File: config.mk
export PLATFORM = sky130hd
export DESIGN_NAME = button_event_logger_flat
export DESIGN_NICKNAME = d
export VERILOG_FILES = /design/src/rtl/button_event_logger_if.sv /design/src/rtl/button_event_logger.sv /design/src/flat_wrapper.sv
export SDC_FILE = /design/constraint.sdc
export NUM_CORES = 1
export LEC_CHECK = 0
export ABC_AREA = 1
export CAP_MARGIN = 15
export CORE_AREA = 4 4 120 237
export DETAILED_ROUTE_END_ITERATION = 6
export DIE_AREA = 0 0 124 241
export PLACE_DENSITY = 0.76
export SETUP_SLACK_MARGIN = 0.15
export SLEW_MARGIN = 40
export SYNTH_ARGS = -nofsm -noshare
export SYNTH_HDL_FRONTEND = slang
export SYNTH_SLANG_ARGS = --single-unit
export TNS_END_PERCENT = 20
File: constraint.sdc
create_clock -name clk -period 34.2 [get_ports clk]
set_clock_uncertainty 0.1 [all_clocks]
set_input_delay 6.84 -clock clk [delete_from_list [all_inputs] [get_ports clk]]
set_output_delay 6.84 -clock clk [all_outputs]
set_load 0.02 [all_outputs]
File: src/rtl/button_event_logger_if.sv
// Avalon-MM write-only bus from the button event logger to the log RAM.
`timescale 1ns/1ps
interface button_event_logger_if #(
  parameter int ADDR_WIDTH = 10
);
  logic [ADDR_WIDTH-1:0] mem_address;
  logic                  mem_chipselect;
  logic                  mem_write;
  logic [3:0]            mem_byteenable;
  logic [31:0]           mem_writedata;

  modport master (output mem_address, mem_chipselect, mem_write, mem_byteenable, mem_writedata);
  modport slave  (input  mem_address, mem_chipselect, mem_write, mem_byteenable, mem_writedata);
endinterface

File: src/rtl/button_event_logger.sv
// Debounces active-low buttons, timestamps every debounced change and writes the
// resulting event words as a circular log into an Avalon-MM RAM through a small FIFO.
`timescale 1ns/1ps
module button_event_logger #(
  parameter int NUM_BUTTONS     = 4,
  parameter int DEBOUNCE_CYCLES = 500000,
  parameter int TICK_DIV        = 50000,
  parameter int ADDR_WIDTH      = 10,
  parameter int FIFO_DEPTH      = 4
) (
  input  logic                   clk,
  input  logic                   reset,
  input  logic [NUM_BUTTONS-1:0] buttons_n,
  input  logic                   enable,
  input  logic                   clear,
  button_event_logger_if.master  mem,
  output logic [ADDR_WIDTH-1:0]  wr_ptr,
  output logic                   wrapped,
  output logic                   overflow
);
  localparam int CNT_W  = $clog2(DEBOUNCE_CYCLES + 1);
  localparam int DIV_W  = $clog2(TICK_DIV + 1);
  localparam int FIDX_W = (FIFO_DEPTH > 1) ? $clog2(FIFO_DEPTH) : 1;
  localparam int FCNT_W = $clog2(FIFO_DEPTH + 1);
  localparam logic [CNT_W-1:0]  CNT_LAST  = CNT_W'(DEBOUNCE_CYCLES - 1);
  localparam logic [DIV_W-1:0]  DIV_LAST  = DIV_W'(TICK_DIV - 1);
  localparam logic [FIDX_W-1:0] FIDX_LAST = FIDX_W'(FIFO_DEPTH - 1);
  localparam logic [FCNT_W-1:0] FCNT_FULL = FCNT_W'(FIFO_DEPTH);

  typedef enum logic [0:0] {ST_IDLE = 1'b0, ST_WRITE = 1'b1} state_e;

  logic [NUM_BUTTONS-1:0] sync1_q, sync1_d, sync2_q, sync2_d;
  logic [NUM_BUTTONS-1:0] stable_q, stable_d, stable_prev_q, stable_prev_d;
  logic [CNT_W-1:0]       db_cnt_q [NUM_BUTTONS];
  logic [CNT_W-1:0]       db_cnt_d [NUM_BUTTONS];
  logic [DIV_W-1:0]       div_q, div_d;
  logic [23:0]            ts_q, ts_d;
  logic [31:0]            fifo_mem_q [FIFO_DEPTH];
  logic [31:0]            fifo_mem_d [FIFO_DEPTH];
  logic [FIDX_W-1:0]      fifo_wr_q, fifo_wr_d, fifo_rd_q, fifo_rd_d;
  logic [FCNT_W-1:0]      fifo_cnt_q, fifo_cnt_d;
  logic                   overflow_q, overflow_d;

  logic [NUM_BUTTONS-1:0] sync_s, changed_s;
  logic [3:0]             changed4_s, stable4_s;
  logic [31:0]            event_word_s;
  logic                   push_s, pop_s, accept_s, fifo_full_s, fifo_empty_s;

  state_e                 state_q;
  logic [ADDR_WIDTH-1:0]  addr_q, wr_ptr_q;
  logic                   cs_q, we_q, wrapped_q;
  logic [3:0]             be_q;
  logic [31:0]            wdata_q;

  // Next-state logic for synchroniser, debounce, timestamp, event detection and FIFO.
  always_comb begin
    sync1_d       = buttons_n;
    sync2_d       = sync1_q;
    sync_s        = ~sync2_q;
    stable_d      = stable_q;
    stable_prev_d = stable_q;
    for (int i = 0; i < NUM_BUTTONS; i++) begin
      if (sync_s[i] == stable_q[i]) begin
        db_cnt_d[i] = '0;
      end else if (db_cnt_q[i] == CNT_LAST) begin
        db_cnt_d[i] = '0;
        stable_d[i] = sync_s[i];
      end else begin
        db_cnt_d[i] = db_cnt_q[i] + 1'b1;
      end
    end

    if (clear) begin
      div_d = '0;
      ts_d  = '0;
    end else if (div_q == DIV_LAST) begin
      div_d = '0;
      ts_d  = ts_q + 1'b1;
    end else begin
      div_d = div_q + 1'b1;
      ts_d  = ts_q;
    end

    changed_s  = stable_q ^ stable_prev_q;
    changed4_s = 4'h0;
    stable4_s  = 4'h0;
    changed4_s[NUM_BUTTONS-1:0] = changed_s;
    stable4_s[NUM_BUTTONS-1:0]  = stable_q;
    event_word_s = {ts_q, changed4_s, stable4_s};

    // A full FIFO still accepts a push when the writer pops in the same cycle.
    fifo_full_s  = (fifo_cnt_q == FCNT_FULL);
    fifo_empty_s = (fifo_cnt_q == '0);
    push_s       = (|changed_s) && enable && !clear;
    pop_s        = (state_q == ST_IDLE) && !fifo_empty_s && !clear;
    accept_s     = push_s && (!fifo_full_s || pop_s);

    fifo_mem_d = fifo_mem_q;
    fifo_wr_d  = fifo_wr_q;
    fifo_rd_d  = fifo_rd_q;
    fifo_cnt_d = fifo_cnt_q;
    overflow_d = overflow_q;
    if (clear) begin
      fifo_wr_d  = '0;
      fifo_rd_d  = '0;
      fifo_cnt_d = '0;
      overflow_d = 1'b0;
    end else begin
      if (accept_s) begin
        fifo_mem_d[fifo_wr_q] = event_word_s;
        fifo_wr_d = (fifo_wr_q == FIDX_LAST) ? '0 : fifo_wr_q + 1'b1;
      end else begin
        fifo_wr_d = fifo_wr_q;
      end
      if (pop_s) begin
        fifo_rd_d = (fifo_rd_q == FIDX_LAST) ? '0 : fifo_rd_q + 1'b1;
      end else begin
        fifo_rd_d = fifo_rd_q;
      end
      if (accept_s && !pop_s) begin
        fifo_cnt_d = fifo_cnt_q + 1'b1;
      end else if (!accept_s && pop_s) begin
        fifo_cnt_d = fifo_cnt_q - 1'b1;
      end else begin
        fifo_cnt_d = fifo_cnt_q;
      end
      if (push_s && !accept_s) begin
        overflow_d = 1'b1;
      end else begin
        overflow_d = overflow_q;
      end
    end
  end

  // State registers for the input, timestamp and queue path.
  always_ff @(posedge clk or posedge reset) begin
    if (reset) begin
      sync1_q       <= '1;
      sync2_q       <= '1;
      stable_q      <= '0;
      stable_prev_q <= '0;
      db_cnt_q      <= '{default: '0};
      div_q         <= '0;
      ts_q          <= '0;
      fifo_mem_q    <= '{default: '0};
      fifo_wr_q     <= '0;
      fifo_rd_q     <= '0;
      fifo_cnt_q    <= '0;
      overflow_q    <= 1'b0;
    end else begin
      sync1_q       <= sync1_d;
      sync2_q       <= sync2_d;
      stable_q      <= stable_d;
      stable_prev_q <= stable_prev_d;
      db_cnt_q      <= db_cnt_d;
      div_q         <= div_d;
      ts_q          <= ts_d;
      fifo_mem_q    <= fifo_mem_d;
      fifo_wr_q     <= fifo_wr_d;
      fifo_rd_q     <= fifo_rd_d;
      fifo_cnt_q    <= fifo_cnt_d;
      overflow_q    <= overflow_d;
    end
  end

  // Writer FSM: one registered Avalon write per popped event, then advance the log pointer.
  always_ff @(posedge clk or posedge reset) begin
    if (reset) begin
      state_q   <= ST_IDLE;
      addr_q    <= '0;
      cs_q      <= 1'b0;
      we_q      <= 1'b0;
      be_q      <= 4'h0;
      wdata_q   <= '0;
      wr_ptr_q  <= '0;
      wrapped_q <= 1'b0;
    end else begin
      case (state_q)
        ST_IDLE: begin
          if (pop_s) begin
            wdata_q <= fifo_mem_q[fifo_rd_q];
            addr_q  <= wr_ptr_q;
            cs_q    <= 1'b1;
            we_q    <= 1'b1;
            be_q    <= 4'hF;
            state_q <= ST_WRITE;
          end
          if (clear) begin
            wr_ptr_q  <= '0;
            wrapped_q <= 1'b0;
          end
        end
        ST_WRITE: begin
          cs_q    <= 1'b0;
          we_q    <= 1'b0;
          be_q    <= 4'h0;
          state_q <= ST_IDLE;
          // The in-flight write finishes at its old address; clear wins over the increment.
          if (clear) begin
            wr_ptr_q  <= '0;
            wrapped_q <= 1'b0;
          end else begin
            wr_ptr_q <= wr_ptr_q + 1'b1;
            if (&wr_ptr_q) begin
              wrapped_q <= 1'b1;
            end
          end
        end
        default: begin
          cs_q    <= 1'b0;
          we_q    <= 1'b0;
          be_q    <= 4'h0;
          state_q <= ST_IDLE;
        end
      endcase
    end
  end

  assign mem.mem_address    = addr_q;
  assign mem.mem_chipselect = cs_q;
  assign mem.mem_write      = we_q;
  assign mem.mem_byteenable = be_q;
  assign mem.mem_writedata  = wdata_q;
  assign wr_ptr             = wr_ptr_q;
  assign wrapped            = wrapped_q;
  assign overflow           = overflow_q;
endmodule
File: src/flat_wrapper.sv
// flat-port wrapper written by rule: the top's interface ports become plain ports
module button_event_logger_flat 
#(
  parameter int NUM_BUTTONS     = 4,
  parameter int DEBOUNCE_CYCLES = 500000,
  parameter int TICK_DIV        = 50000,
  parameter int ADDR_WIDTH      = 10,
  parameter int FIFO_DEPTH      = 4
)
  (clk, reset, buttons_n, enable, clear, wr_ptr, wrapped, overflow, mem_mem_address, mem_mem_chipselect, mem_mem_write, mem_mem_byteenable, mem_mem_writedata);
  button_event_logger_if #(.ADDR_WIDTH(ADDR_WIDTH)) mem_i ();
  input  logic clk;
  input  logic reset;
  input  logic [NUM_BUTTONS-1:0] buttons_n;
  input  logic enable;
  input  logic clear;
  output logic [ADDR_WIDTH-1:0] wr_ptr;
  output logic wrapped;
  output logic overflow;
  output wire logic [$bits(mem_i.mem_address)-1:0] mem_mem_address;
  output wire logic [$bits(mem_i.mem_chipselect)-1:0] mem_mem_chipselect;
  output wire logic [$bits(mem_i.mem_write)-1:0] mem_mem_write;
  output wire logic [$bits(mem_i.mem_byteenable)-1:0] mem_mem_byteenable;
  output wire logic [$bits(mem_i.mem_writedata)-1:0] mem_mem_writedata;
  assign mem_mem_address = mem_i.mem_address;
  assign mem_mem_chipselect = mem_i.mem_chipselect;
  assign mem_mem_write = mem_i.mem_write;
  assign mem_mem_byteenable = mem_i.mem_byteenable;
  assign mem_mem_writedata = mem_i.mem_writedata;
  button_event_logger #(.NUM_BUTTONS(NUM_BUTTONS), .DEBOUNCE_CYCLES(DEBOUNCE_CYCLES), .TICK_DIV(TICK_DIV), .ADDR_WIDTH(ADDR_WIDTH), .FIFO_DEPTH(FIFO_DEPTH)) u_core (.clk(clk), .reset(reset), .buttons_n(buttons_n), .enable(enable), .clear(clear), .mem(mem_i), .wr_ptr(wr_ptr), .wrapped(wrapped), .overflow(overflow));
endmodule
==> metrics.cfg <==
[run_status]
outcome=complete, no violations

[timing]
post-route-period-util_pct=25.67
setup_viol=0
rsz0062_at_grt=no
min_period_ps=8780
worst_pin_slew_ps=816.7
hold_violations=0
relSlewSlack_pct=45.18
drv_slew=0
fmax_ghz=0.1139
fin_setup_tns_ps=0

[placement]
port_buffers=67
dp_hpwl_um=21640
gp_congestion=0.8901

[floorplan]
die_w_um=124
placementRows=85
start_util_pct=59.18
dieArea_mm2=0.02988
die_h_um=241
core_mm2=0.02669
ios=68

[worst_setup_path]
cp.required_ps=34580
reg2reg_slack_ps=31690
crit_arrival_ps=9160
cp_num_buf_inv=3
worstPathMaxFanout=34
cp_slowest_cell=nor2_8
r2r_start=u_core.div_q[0]$_DFF_PP0_
rr_worst_depth=8
crit_type=input port to register
cp_common_cell=nand2_1
max_stage_delay_ps=560
crit_family=simple AND/OR/NAND/NOR gates
timing.rr.end=u_core.div_q[8]$_DFF_PP0_
worstPathCellList=clkdlybuf4s50_1 -> buf_4 -> nor2_4 -> nor2_1 -> nand2_1 -> nand3_4 -> nor2_8 -> buf_12 -> nand2_1 -> o21ai_2
cp-start-kind=input port
end_kind=register

[clocking]
cts_setup_buffers=0
path_clk_slew_ps=60
cts_made_buffers=29
cts_max_path_buffers=3
cts_resized=0
hold_buffers=0
h-tree-depth=1
clock_tree.root_cell=clkbuf_16
clock_sinks=323
cts_tree=yes
clk_latency_ps=560

[drt]
avgViaCountPerCell=5.500
routed_wl_um=33410
drc=0
num_vias=12337
ant_nets=0
drtPass1Iterations=7
wire_per_inst_um=14.90
detail_route.iter0.violations=812

[synthesis]
yosysTopAreaCell=dfrtp_1
ys_ff_latch=323
netlist.area_leader.share_pct=49.90
yosys_most_used_dff=dfrtp_1
synth_edf_count=0
synth-async-reset-ratio_pct=100.0
postSynthCellCount=1836
yosys_warnings=0
avgSynthCellArea_um2=8.604
syn-num-nets=1857
synthTopCellsByArea=dfrtp_1 50%, nand2_1 8.8%, inv_1 5.2%
synth.cell_area_mm2=0.01580
synth.distinct_cells=47
ys_seq_area_share_pct=51.23

[global_routing]
antenna_found_initial=0
grt_pass1_vias=11980
grt_max_degree=141
grt_pass1_wl_um=56640
track_usage_pct=22.90
overflow=0

[worst_hold_path]
min_from=u_core.sync1_q[1]$_DFF_PP1_
min_to=u_core.sync2_q[1]$_DFF_PP1_
hold_class=register to register
holdPathStages=0

[layout]
nets=1895
areaGrowthSynthToFinish_pct=11.52
drive_gt1_share_pct=8.338
n_antenna_cell=0
fin_util_pct=65.99

[run]
cap_violations=0

[pwr]
power_density_mw_per_mm2=54.93
irDropWorstVdd_uv=58.06
leakage_uw=0.007685

cells in the mapped netlist, types with 2 or more instances:
library cell / n
buf_4: 6
buf_2: 4
nor2_2: 2
clkinv_1: 3
nor3b_1: 7
a21oi_1: 77
nor3_2: 5
nor4_1: 12
buf_6: 24
nand4_1: 63
nor3_1: 64
a31oi_1: 37
nor2_8: 4
nor2_1: 186
ha_1: 12
o21a_1: 58
or2_2: 8
o211ai_1: 31
clkbuf_1: 34
mux2i_1: 3
o21ai_1: 18
o21ai_0: 87
o21ai_2: 50
inv_2: 3
buf_1: 4
nor2_4: 2
inv_1: 220
a31o_2: 5
nand3_1: 66
nand2_2: 5
dfrtp_1: 315
dfstp_2: 8
nand2_1: 372
a21o_1: 2
nand2_4: 2
xor2_1: 17
xnor2_1: 10
report_power, final:
group | internal, uW | leakage (uW) | switching (uW)
clock | 190 | 0.000470 | 142
combinational | 77.5 | 0.00317 | 126
sequential | 410 | 0.00405 | 22.3
metal layers:
metal | vias up | wire length [um] | GRT usage [%]
met4 | 0 | 700 | 6.549
met3 | 56 | 1212 | 2.533
li1 | 6159 | - | -
met5 | - | 0 | 0
met2 | 235 | 16510 | 38.33
met1 | 5887 | 14990 | 31.67
cell families after synthesis:
| logic type | Yosys count | synth area share [%] |
|---|---|---|
| buffers and inverters | 299 | 8.491 |
| xor gates and xnor gates | 27 | 1.497 |
| DFF | 323 | 51.23 |
| and+or+nand+nor | 801 | 22.64 |
| muxes | 3 | 0.1901 |
| AOI/OAI and AO/OA | 370 | 14.88 |
| adders and majority gates | 13 | 1.077 |
worst reg2reg max path: cells and delay by family, from the launching register on:
| kind | cells | cell delay, ps |
|---|---|---|
| flip-flops | 1 | 370 |
| buffers and inverters | 1 | 460 |
| AO/OA/AOI/OAI | 2 | 240 |
| AND/OR/NAND/NOR | 4 | 1050 |
| adder cells (fa/ha/maj) | 1 | 190 |
cells in the final DEF, fill, tap and decap left out, drive strengths merged, types with 8 or more instances in the layout:
cell type      synthesis  routed
ha                    12      12
dfstp                  8       8
nand3                 67      67
clkdlybuf4s50          0      67
o211ai                31      31
nor3                  70      70
clkbuf                34      43
buf                   39      12
o21ai                155     155
or2                    8       8
nor4                  12      12
o21a                  58      58
a21oi                 77      77
nand4                 63      63
xnor2                 10      10
inv                  223     225
a31oi                 37      37
nand2                379     379
dfrtp                315     315
xor2                  17      17
nor2                 194     194
metrics by stage:
step | cell area [um2] | worst slack, ps | power [uW] | std cells | hold WS (ps)
6_report | 17620 | 25420 | 967.7 | 2243 | 255.8
2_1_floorplan | 15800 | 18330 | 565.9 | 1836 | 245.2
4_1_cts | 17560 | 25400 | 978.2 | 2241 | 257.1
5_1_grt | 17620 | 25270 | 1016 | 2243 | 264.0
3_5_place_dp | 16600 | 24830 | 643.9 | 2189 | 247.5
3_3_place_gp | 16490 | 24770 | 640.4 | 2185 | 245.8
area by class of cell:
class,count,area (um2)
timing repair buffer,80,899.6
clock inverter,10,135.1
inverter,226,860.8
multi-input combinational,1214,6362
sequential,323,8098
clock buffer,42,824.5
tap,348,435.4
fill,2195,9079
state kept, by name (all words and copies together) (netlist names), 2 cells and up:
register / count
u_core.db_cnt_q: 76
u_core.div_q: 16
u_core.fifo_cnt_q: 3
u_core.fifo_mem_q: 128
u_core.fifo_rd_q: 2
u_core.fifo_wr_q: 2
u_core.mem.mem_address: 10
u_core.mem.mem_writedata: 32
u_core.stable4_s: 4
u_core.stable_prev_q: 4
u_core.sync1_q: 4
u_core.sync2_q: 4
u_core.ts_q: 24
u_core.wr_ptr: 10
worst max-delay path by stage:
stage / from / to / slack [ps] / cells past startpoint
floorplan: reset / u_core.db_cnt_q[0]$_DFF_PP0_ / 18330 / 1
global placement: clear / u_core.fifo_mem_q[31]$_DFFE_PP0P_ / 24770 / 9
detailed placement: clear / u_core.fifo_mem_q[127]$_DFFE_PP0P_ / 24830 / 9
CTS: clear / u_core.fifo_mem_q[110]$_DFFE_PP0P_ / 25400 / 9
global route: clear / u_core.mem.mem_writedata[11]$_DFFE_PP0P_ / 25270 / 8
finish: clear / u_core.fifo_mem_q[79]$_DFFE_PP0P_ / 25420 / 10
Note: power is estimated with default switching activity, not from simulation.
